===== src/rtl/object_placer.sv =====
// Places NUM_OBJ objects one at a time: random candidate, one frame of collision check, retry or commit.
// Latency per clean object: PICK + wait for frame start + one full frame + COMMIT; done/fail pulse follows.
// No backpressure; abort returns to IDLE from any busy state without a result pulse.
module object_placer #(
    parameter int NUM_OBJ   = 4,
    parameter int MAX_TRIES = 15,
    parameter int X_W       = 10,
    parameter int Y_W       = 9,
    parameter int X_MAX     = 639,
    parameter int Y_MAX     = 479,
    parameter int IDX_W     = (NUM_OBJ > 1) ? $clog2(NUM_OBJ) : 1
) (
    input  logic                     clk,
    input  logic                     resetN,
    input  logic                     start,
    input  logic                     abort,
    input  logic                     startOfFrame,
    input  logic [X_W-1:0]           rand_x,
    input  logic [Y_W-1:0]           rand_y,
    input  logic                     collision_any,
    output logic                     busy,
    output logic                     cand_valid,
    output logic [IDX_W-1:0]         cand_idx,
    output logic [X_W-1:0]           cand_x,
    output logic [Y_W-1:0]           cand_y,
    output logic [NUM_OBJ-1:0]       placed_mask,
    output logic [NUM_OBJ*X_W-1:0]   placed_x,
    output logic [NUM_OBJ*Y_W-1:0]   placed_y,
    output logic                     place_done,
    output logic                     place_fail
);

    typedef enum logic [2:0] {
        S_IDLE, S_PICK, S_WAIT_SOF, S_CHECK, S_COMMIT, S_DONE, S_FAIL
    } state_t;

    state_t                   state_q, state_d;
    logic [IDX_W-1:0]         idx_q, idx_d;
    logic [7:0]               tries_q, tries_d;
    logic                     sticky_q, sticky_d;
    logic [X_W-1:0]           cand_x_q, cand_x_d;
    logic [Y_W-1:0]           cand_y_q, cand_y_d;
    logic [NUM_OBJ-1:0]       mask_q, mask_d;
    logic [NUM_OBJ*X_W-1:0]   px_q, px_d;
    logic [NUM_OBJ*Y_W-1:0]   py_q, py_d;
    logic                     frame_hit;

    always_ff @(posedge clk or negedge resetN) begin
        if (!resetN) begin
            state_q  <= S_IDLE;
            idx_q    <= '0;
            tries_q  <= '0;
            sticky_q <= 1'b0;
            cand_x_q <= '0;
            cand_y_q <= '0;
            mask_q   <= '0;
            px_q     <= '0;
            py_q     <= '0;
        end else begin
            state_q  <= state_d;
            idx_q    <= idx_d;
            tries_q  <= tries_d;
            sticky_q <= sticky_d;
            cand_x_q <= cand_x_d;
            cand_y_q <= cand_y_d;
            mask_q   <= mask_d;
            px_q     <= px_d;
            py_q     <= py_d;
        end
    end

    always_comb begin
        state_d   = state_q;
        idx_d     = idx_q;
        tries_d   = tries_q;
        sticky_d  = sticky_q;
        cand_x_d  = cand_x_q;
        cand_y_d  = cand_y_q;
        mask_d    = mask_q;
        px_d      = px_q;
        py_d      = py_q;
        // The collision seen on the closing frame pulse still belongs to this frame.
        frame_hit = sticky_q | collision_any;

        case (state_q)
            S_IDLE: begin
                if (start) begin
                    mask_d  = '0;
                    idx_d   = '0;
                    tries_d = '0;
                    state_d = S_PICK;
                end
            end
            S_PICK: begin
                // Random source is below twice the range, so one subtraction folds it in.
                cand_x_d = (rand_x > X_W'(X_MAX)) ? rand_x - X_W'(X_MAX + 1) : rand_x;
                cand_y_d = (rand_y > Y_W'(Y_MAX)) ? rand_y - Y_W'(Y_MAX + 1) : rand_y;
                state_d  = S_WAIT_SOF;
            end
            S_WAIT_SOF: begin
                sticky_d = 1'b0;
                if (startOfFrame) state_d = S_CHECK;
            end
            S_CHECK: begin
                sticky_d = frame_hit;
                if (startOfFrame) begin
                    if (!frame_hit) begin
                        state_d = S_COMMIT;
                    end else if (tries_q == 8'(MAX_TRIES - 1)) begin
                        state_d = S_FAIL;
                    end else begin
                        tries_d = tries_q + 8'd1;
                        state_d = S_PICK;
                    end
                end
            end
            S_COMMIT: begin
                mask_d[idx_q]                   = 1'b1;
                px_d[int'(idx_q) * X_W +: X_W]  = cand_x_q;
                py_d[int'(idx_q) * Y_W +: Y_W]  = cand_y_q;
                tries_d                         = '0;
                if (idx_q == IDX_W'(NUM_OBJ - 1)) begin
                    state_d = S_DONE;
                end else begin
                    idx_d   = idx_q + 1'b1;
                    state_d = S_PICK;
                end
            end
            S_DONE:  state_d = S_IDLE;
            S_FAIL:  state_d = S_IDLE;
            default: state_d = S_IDLE;
        endcase

        if (abort && (state_q != S_IDLE)) begin
            state_d = S_IDLE;
            mask_d  = '0;
            tries_d = '0;
        end
    end

    assign busy        = (state_q != S_IDLE);
    assign cand_valid  = (state_q == S_WAIT_SOF) || (state_q == S_CHECK);
    assign cand_idx    = idx_q;
    assign cand_x      = cand_x_q;
    assign cand_y      = cand_y_q;
    assign placed_mask = mask_q;
    assign placed_x    = px_q;
    assign placed_y    = py_q;
    assign place_done  = (state_q == S_DONE) && !abort;
    assign place_fail  = (state_q == S_FAIL) && !abort;

endmodule

===== config.mk =====
export PLATFORM = sky130hd
export DESIGN_NAME = object_placer
export DESIGN_NICKNAME = d
export VERILOG_FILES = /design/src/rtl/object_placer.sv
export SDC_FILE = /design/constraint.sdc
export NUM_CORES = 1
export LEC_CHECK = 0
export ABC_AREA = 1
export CAP_MARGIN = 20
export CELL_PAD_IN_SITES_DETAIL_PLACEMENT = 0
export CELL_PAD_IN_SITES_GLOBAL_PLACEMENT = 1
export CORE_MARGIN = 2
export CORE_UTILIZATION = 40
export CTS_CLUSTER_DIAMETER = 100
export DETAILED_ROUTE_END_ITERATION = 7
export GPL_ROUTABILITY_DRIVEN = 0
export GPL_TIMING_DRIVEN = 1
export PLACE_DENSITY_LB_ADDON = 0.1
export SETUP_SLACK_MARGIN = 0.2
export SLEW_MARGIN = 20
export SYNTH_ARGS = -nofsm -noshare
export SYNTH_HDL_FRONTEND = slang
export SYNTH_SLANG_ARGS = --single-unit

===== constraint.sdc =====
create_clock -name clk -period 3.49 [get_ports clk]
set_input_delay 0.5235 -clock clk [delete_from_list [all_inputs] [get_ports clk]]
set_output_delay 0.5235 -clock clk [all_outputs]
set_load 0.005 [all_outputs]

==> After elaboration in Yosys (flattened, before gate mapping) <==
Cells that the tools add are included.
{ "word_totals": {"ff_bits": 113, "latch_bits": 0, "ramBits": 0, "romBits": 0, "input_bits": 25, "elab_cells": 85, "memories": 0} }
{ "classes": {"add_sub_neg": 6, "mul": 2, "div_mod_pow": 0, "n_lt_le_gt_ge": 4, "n_eq_ne": 15, "n_shift": 4, "mux": 27, "bitwise": 2, "reduce_logical": 16} }
{ "op_table": {"columns": ["cell", "n"], "rows": [
  ["$neg 6->33", 2],
  ["$bwmux 40", 1],
  ["$mux 8", 5],
  ["$shift 10x33->40 const A", 1],
  ["$shiftx 10x33->40", 1],
  ["$bwmux 36", 1],
  ["$shift 9x33->36 const A", 1],
  ["$shiftx 9x33->36", 1],
  ["$pmux 8 s3", 1],
  ["$mux 3", 7],
  ["$ne 3x3->1 const B", 5],
  ["$pmux 3 s5", 1],
  ["$gt 10x10->1 const B", 1],
  ["$mux 10", 1],
  ["$sub 10x10->10 const B", 1],
  ["$eq 3x3->1 const B", 3],
  ["$gt 9x9->1 const B", 1],
  ["$mux 9", 1],
  ["$sub 9x9->9 const B", 1],
  ["$add 8x1->8 const B", 1],
  ["$eq 8x4->1 const B", 1],
  ["$mux 4", 2],
  ["$pmux 4 s2", 1],
  ["$eq 3x2->1 const B", 2],
  ["other kinds (25)", 33]
]} }

==> Logic depth before layout (Yosys ltp) <==
Gate-level depths: netlist of the first run.
{ "logic_depth": {"depth_word": 7, "mapped_depth": 14} }

==> Worst setup path after synthesis of the first run <==
No wires, ideal clock.
{ "synth_timing": {"path_kind": "reg-to-reg", "start": "register idx_q[0] (netlist: cand_idx[0])", "end": "register px_q[5] (netlist: placed_x[5])", "setup_ps": 65, "t_arrival_ps": 2213, "path_slack_ps": 1213, "stages_incl_launch_ff": 14, "path_buffers": 5, "path_cell_list": "dfrtp_1 > buf_2 > inv_2 > buf_2 > buf_2 > ha_1 > buf_2 > inv_1 > nor2_1 > buf_2 > nand3_1 > o21ai_0 > nand2_1 > nand2_1"} }
{ "synth_between": {"elab_chain_len": 4, "elab_cells_between_ends": 5, "cone_classes": "1 x add/sub; 1 x mul; 2 x shift; 1 x mux"} }
{ "synth_lines": {"columns": ["item", "line_no", "text"], "rows": [
  ["from (decl)", "38", "logic [IDX_W-1:0] idx_q, idx_d;"],
  ["from (signal assigned)", "61", "idx_q <= idx_d;"],
  ["$mul 2x3->5 *", "119", "px_d[int'(idx_q) * X_W +: X_W] = cand_x_q;"],
  ["$neg 6->33 *", "119", null],
  ["$shiftx 10x33->40 or $shift 10x33->40 (tied branches)", "119", null],
  ["$bwmux 40 *", "119", null],
  ["to (signal assigned)", "67", "px_q <= px_d;"],
  ["to (decl)", "44", "logic [NUM_OBJ*X_W-1:0] px_q, px_d;"]
]} }
Every way passes the cells marked *; elsewhere a longest branch is shown, timed or not.
A chain may end at the register's enable or synchronous reset.

==> Worst setup path in the final report of the first run <==
{ "layout_timing": {"start": "register idx_q[0] (netlist: cand_idx[0])", "end": "register px_q[20] (netlist: placed_x[20])"} }
Same word-level chain as after synthesis.

==> impl_metrics.csv, run 1 <==
group,metric,value,unit
cts,root_buffer,"clkbuf_16",
timing,min_period,2.595,ns
timing,timing.fmax,385.4,MHz
synth,synth_compound_area_frac,0.1033,
power,ir_worst_vdd,361.8,uV
synth,synthesis.nets,784,
timing,hold_viol,0,
global_routing,grt_overflow,0,
detailed_routing,ant_nets,0,
critical_path,crit_buf_inv,5,
floorplan,dieWidth,125.5,um
layout,design_area,7864,um^2
synth,synth_mux_area_frac,0,
global_routing,antenna_found_initial,0,
synth,dominantRegCellSynth,"dfrtp_1",
synth,synth_top_family_by_area,"simple AND/OR/NAND/NOR gates",
global_routing,grt_pass1_vias,5339,
synth,yosysSeqAreaShare,0.4792,
cts,cts_setup_buffers,0,
timing,finalSetupTns,0,ns
critical_path,crit_chain,"inv_2, ha_1, clkinv_1, buf_4, nor2_2, inv_2, nor2_4, inv_1, o21ai_1",
timing,setup_viol,0,
layout,drive_gt1_frac,0.09050,
floorplan,coreArea,14480,um^2
min_path,hp-class,"input pin to asynchronous set/reset pin",
job,maxCapViolCount,0,
timing,fin_crit_sh,0.7435,
cts,ctsResizeCount,0,
placement,dpl_cell_area,7302,um^2
floorplan,die_y,125.5,um
cts,clkTransAtPathRegs,0.06,ns
placement,place_inst,1036,
detailed_routing,wl_per_cell,16.22,um
detailed_routing,vias,5611,
layout,final_nets,909,
layout,area_growth,33.27,%
critical_path,cp-start-kind,"flip-flop",
timing,relSlewSlack,0.3007,
layout,n_antenna_cell,0,
critical_path,crit_path_top_delay_cell,"ha_1",
critical_path,crit_type,"flip-flop to flip-flop",
critical_path,arrival,2.93,ns
critical_path,critPathTopFamily,"buffers and inverters",
power,p_leak,3.700,nW
cts,tritoncts,"built",
timing,drv_slew,0,
synth,yosys.area_share.xor_xnor,0.001484,
synth,ys_ff_latch,113,
synth,synthArstFlopShare,1.000,
synth,synth-simple-area-share,0.3251,
floorplan,dieArea,15740,um^2
synth,synth_area_per_cell,7.910,um^2
synth,synthCells,746,
placement,dp_hpwl,12660,um
timing,rsz0062_at_grt,"no",
layout,final_common_cell,"nand2_1",
cts,htree_levels,4,
critical_path,crit_cells,9,
global_routing,grt_use_total,0.2230,
layout,fillers,1369,
synth,ys.warnings.count,0,
critical_path,crit_fanout,29,
detailed_routing,drt_iter0_drc,483,
critical_path,slowest_delay,0.48,ns
critical_path,worst_path_most_repeated_cell,"inv_2",
detailed_routing,wl,17320,um
synth,synth_cell_types,38,
timing,finalClockSkew,0.007730,ns
global_routing,grt_start_max_net_pins,64,
timing,hold_ws,0.1405,ns
detailed_routing,vias_per_cell,5.254,
synth,synth_edf_count,0,
cts,cts_buffer_depth,2,
cts,ctsHoldBuffers,0,
cts,clk_latency,0.42,ns
detailed_routing,drt-pass1-iter-count,5,
synth,synth_fa_ha_area_frac,0.02757,
critical_path,worst-r2r-cell-count,9,
layout,fin_cells,1068,
run_status,outcome,"finished, final reports clean",
global_routing,grt_pass1_wl,27950,um
critical_path,crit_path_end_kind,"flip-flop",
detailed_routing,post-route-drc-count,0,
cts,cts.sink_count,113,
placement,io_buffers,129,
floorplan,io_pins,130,
timing,worst-slew-pin-transition,1.045,ns
floorplan,start_util,0.4075,
critical_path,required,3.83,ns
cts,cts_inserted_buffers,17,
layout,layout_common_cells,"276 x nand2_1, 128 x clkdlybuf4s50_1, 113 x dfrtp_1",
synth,synth_area,5901,um^2
power,p_per_area,634.0,nW/um^2
floorplan,row_count,44,
## power by group
part / switching, mW / internal (mW)
Clock: 0.651 / 0.983
Sequential: 0.301 / 1.52
Combinational: 0.863 / 0.666
Total: 1.81 / 3.17
## final cells by class
cell class	count	area (um^2)	area share
Clock buffer	17	425.4	0.05410
Clock inverter	15	136.4	0.01734
Inverter	51	191.4	0.02434
Multi-Input combinational cell	552	2699	0.3432
Sequential cell	113	2828	0.3596
Tap cell	184	230.2	0.02928
Timing Repair Buffer	136	1354	0.1722
## path summary, 6_finish.rpt
kind,startpoint,endpoint,slack [ns]
max,cand_idx[0],placed_x[20],0.90
min,resetN,placed_mask[1],0.14
max reg2reg,cand_idx[0],placed_x[20],0.90
min reg2reg,placed_x[32],placed_x[32],0.48
max in group asynchronous,resetN,placed_x[8],2.58
min in group clk,placed_x[32],placed_x[32],0.48
## sequential cells by signal, indices dropped and copies added (netlist names)
register and flops:
cand_idx 2, cand_x 10, cand_y 9, placed_mask 4, placed_x 40, placed_y 36, state_q 3, sticky_q 1
tries_q 8
## synthesized netlist by cell type (5+ instances only)
master,count,area share
a21oi_1,10,0.0085
buf_2,17,0.014
buf_6,6,0.011
clkbuf_1,5,0.0032
dfrtp_1,113,0.48
ha_1,13,0.028
inv_1,45,0.029
inv_2,5,0.0032
nand2_1,276,0.18
nand3_1,98,0.083
nor2_1,34,0.022
nor3_1,6,0.0051
o21ai_0,28,0.024
o21ai_1,15,0.013
o21ai_2,12,0.018
o31ai_1,17,0.022
## worst register-to-register path, stage by stage, from the launching register on
cell,delay [ns]
dfrtp_1,0.38
inv_2,0.23
ha_1,0.48
clkinv_1,0.30
buf_4,0.27
nor2_2,0.12
inv_2,0.23
nor2_4,0.30
inv_1,0.09
o21ai_1,0.12
## per-layer routing
metal	up-vias	share of wire	global-route usage
met5	-	0	0
met4	0	0.013	0.07712
met3	19	0.057	0.05092
met2	209	0.45	0.3342
met1	2692	0.48	0.3189
li1	2691	-	-
## stage by stage
step	util	total power, mW	setup WS (ns)
2_1_floorplan	-	2.549	1.213
3_3_place_gp	0.5043	3.347	0.9744
3_5_place_dp	0.5043	3.355	0.8951
4_1_cts	0.5431	5.017	0.8773
5_1_grt	0.5431	5.264	0.6248
6_report	0.5431	4.986	0.8952
## cell families after synthesis
logic type,count (synthesis)
AND/OR/NAND/NOR,441
flip-flops,113
AO/OA/AOI/OAI,97
buffers and inverters,81
adder cells (fa/ha/maj),13
XOR/XNOR,1
(Power assumes the default switching activity.)
==> run 2: changes to the inputs <==
CORE_UTILIZATION = 37   (was 40)
clock period = 2.55 ns   (was 3.49 ns; I/O delays follow)
==> impl_metrics.csv, run 2 (synthesis results as in run 1) <==
group,metric,value,unit
run_status,outcome,"finished, final reports clean",
min_path,hp-class,"input pin to asynchronous set/reset pin",
power,p_per_area,882.1,nW/um^2
floorplan,coreArea,15710,um^2
cts,tritoncts,"built",
critical_path,crit_type,"input pin to output pin",
timing,timing.fmax,462.7,MHz
timing,finalSetupTns,0,ns
critical_path,crit_fanout,4,
layout,largest_reg_flops,40,
layout,n_antenna_cell,0,
power,p_leak,3.766,nW
cts,ctsResizeCount,0,
critical_path,arrival,1.78,ns
timing,rsz0062_at_grt,"no",
global_routing,grt_use_total,0.2227,
layout,final_nets,916,
critical_path,slowest_delay,0.54,ns
critical_path,cp-start-kind,"input pin",
cts,clk_latency,0.42,ns
critical_path,worst_path_most_repeated_cell,"clkdlybuf4s50_1",
cts,clkTransAtPathRegs,0.05,ns
cts,root_buffer,"clkbuf_16",
critical_path,crit_chain,"clkdlybuf4s50_1, inv_1, nand2_1, nor3_1, clkdlybuf4s50_1",
timing,relSlewSlack,0.5119,
layout,layout_common_cells,"276 x nand2_1, 128 x clkdlybuf4s50_1, 113 x dfrtp_1",
layout,drive_gt1_frac,0.09551,
timing,setup_viol,0,
critical_path,required,2.17,ns
floorplan,die_y,130.3,um
detailed_routing,vias,5564,
timing,fin_crit_sh,0.8476,
cts,cts_inserted_buffers,17,
detailed_routing,wl_per_cell,16.18,um
timing,worst-slew-pin-transition,0.7314,ns
timing,finalClockSkew,0.007332,ns
cts,cts_buffer_depth,2,
critical_path,critPathTopFamily,"buffers and inverters",
layout,area_growth,35.86,%
layout,design_area,8016,um^2
critical_path,crit_path_top_delay_cell,"clkdlybuf4s50_1",
critical_path,startpoint,"abort",
global_routing,grt_pass1_wl,28850,um
cts,cts_setup_buffers,0,
floorplan,dieWidth,130.3,um
timing,drv_slew,0,
global_routing,grt_start_max_net_pins,51,
layout,final_common_cell,"nand2_1",
critical_path,crit_buf_inv,3,
detailed_routing,wl,17900,um
global_routing,grt_pass1_vias,5410,
timing,min_period,2.161,ns
detailed_routing,ant_nets,0,
cts,ctsHoldBuffers,0,
critical_path,reg2reg_from,"cand_idx[0]",
global_routing,antenna_found_initial,0,
placement,io_buffers,129,
power,ir_worst_vdd,460.3,uV
detailed_routing,post-route-drc-count,0,
detailed_routing,vias_per_cell,5.031,
global_routing,grt_overflow,0,
placement,dp_hpwl,13030,um
critical_path,crit_path_end_kind,"output pin",
floorplan,io_pins,130,
cts,htree_levels,4,
placement,dpl_cell_area,7395,um^2
floorplan,start_util,0.3755,
job,maxCapViolCount,0,
timing,hold_viol,0,
floorplan,dieArea,16970,um^2
detailed_routing,drt_iter0_drc,401,
detailed_routing,drt-pass1-iter-count,5,
floorplan,row_count,46,
cts,cts.sink_count,113,
[run 2: cell count changes in the layout (fill, tap and decap cells not counted), sizes merged]
cell | previous run | this run
buf | 8 | 15
clkbuf | 17 | 21
inv | 54 | 50
bufinv | 1 | 4
clkinv | 7 | 5
clkinvlp | 4 | 2
[run 2: metal layers]
metal  vias to the layer above  share of wire  track usage
li1                       2708              -            -
met1                      2642           0.48       0.3237
met2                       194           0.44       0.3338
met3                        20          0.058      0.04428
met4                         0          0.016      0.07337
met5                         -              0            0
[run 2: cell type report]
class | count | area (um^2)
clock buffer | 21 | 460.4
clock inverter | 10 | 158.9
fill | 1518 | 7696
inverter | 51 | 191.4
multi-input combinational | 552 | 2701
sequential | 113 | 2828
tap | 216 | 270.3
timing repair buffer | 143 | 1406
[run 2: through the flow]
step | cells | utilization | setup slack (ns) | power (mW) | hold slack (ns)
floorplan | 746 | - | 0.2725 | 3.488 | 0.08691
global placement | 1075 | 0.4706 | 0.3290 | 4.581 | 0.4626
detailed placement | 1075 | 0.4706 | 0.2906 | 4.593 | 0.4691
CTS | 1106 | 0.5100 | 0.2813 | 7.129 | 0.02425
global route | 1106 | 0.5102 | 0.2160 | 7.496 | 0.06052
finish | 1106 | 0.5102 | 0.3886 | 7.071 | 0.0007013
[run 2: worst paths after layout]
kind	end	slack (ns)	cells after the start
max in group asynchronous	placed_x[9]	1.87	2
min in group clk	placed_x[37]	0.48	2
hold / removal	placed_y[10]	0.0007	1
hold reg to reg	placed_x[37]	0.48	2
setup / recovery	place_done	0.39	5
setup reg to reg	placed_x[20]	0.41	9
[run 2: report_power, final]
part	leakage [nW]	switching (mW)	internal [mW]
Combinational	1.94	1.18	0.929
Sequential	1.53	0.377	2.08
Clock	0.299	0.826	1.67
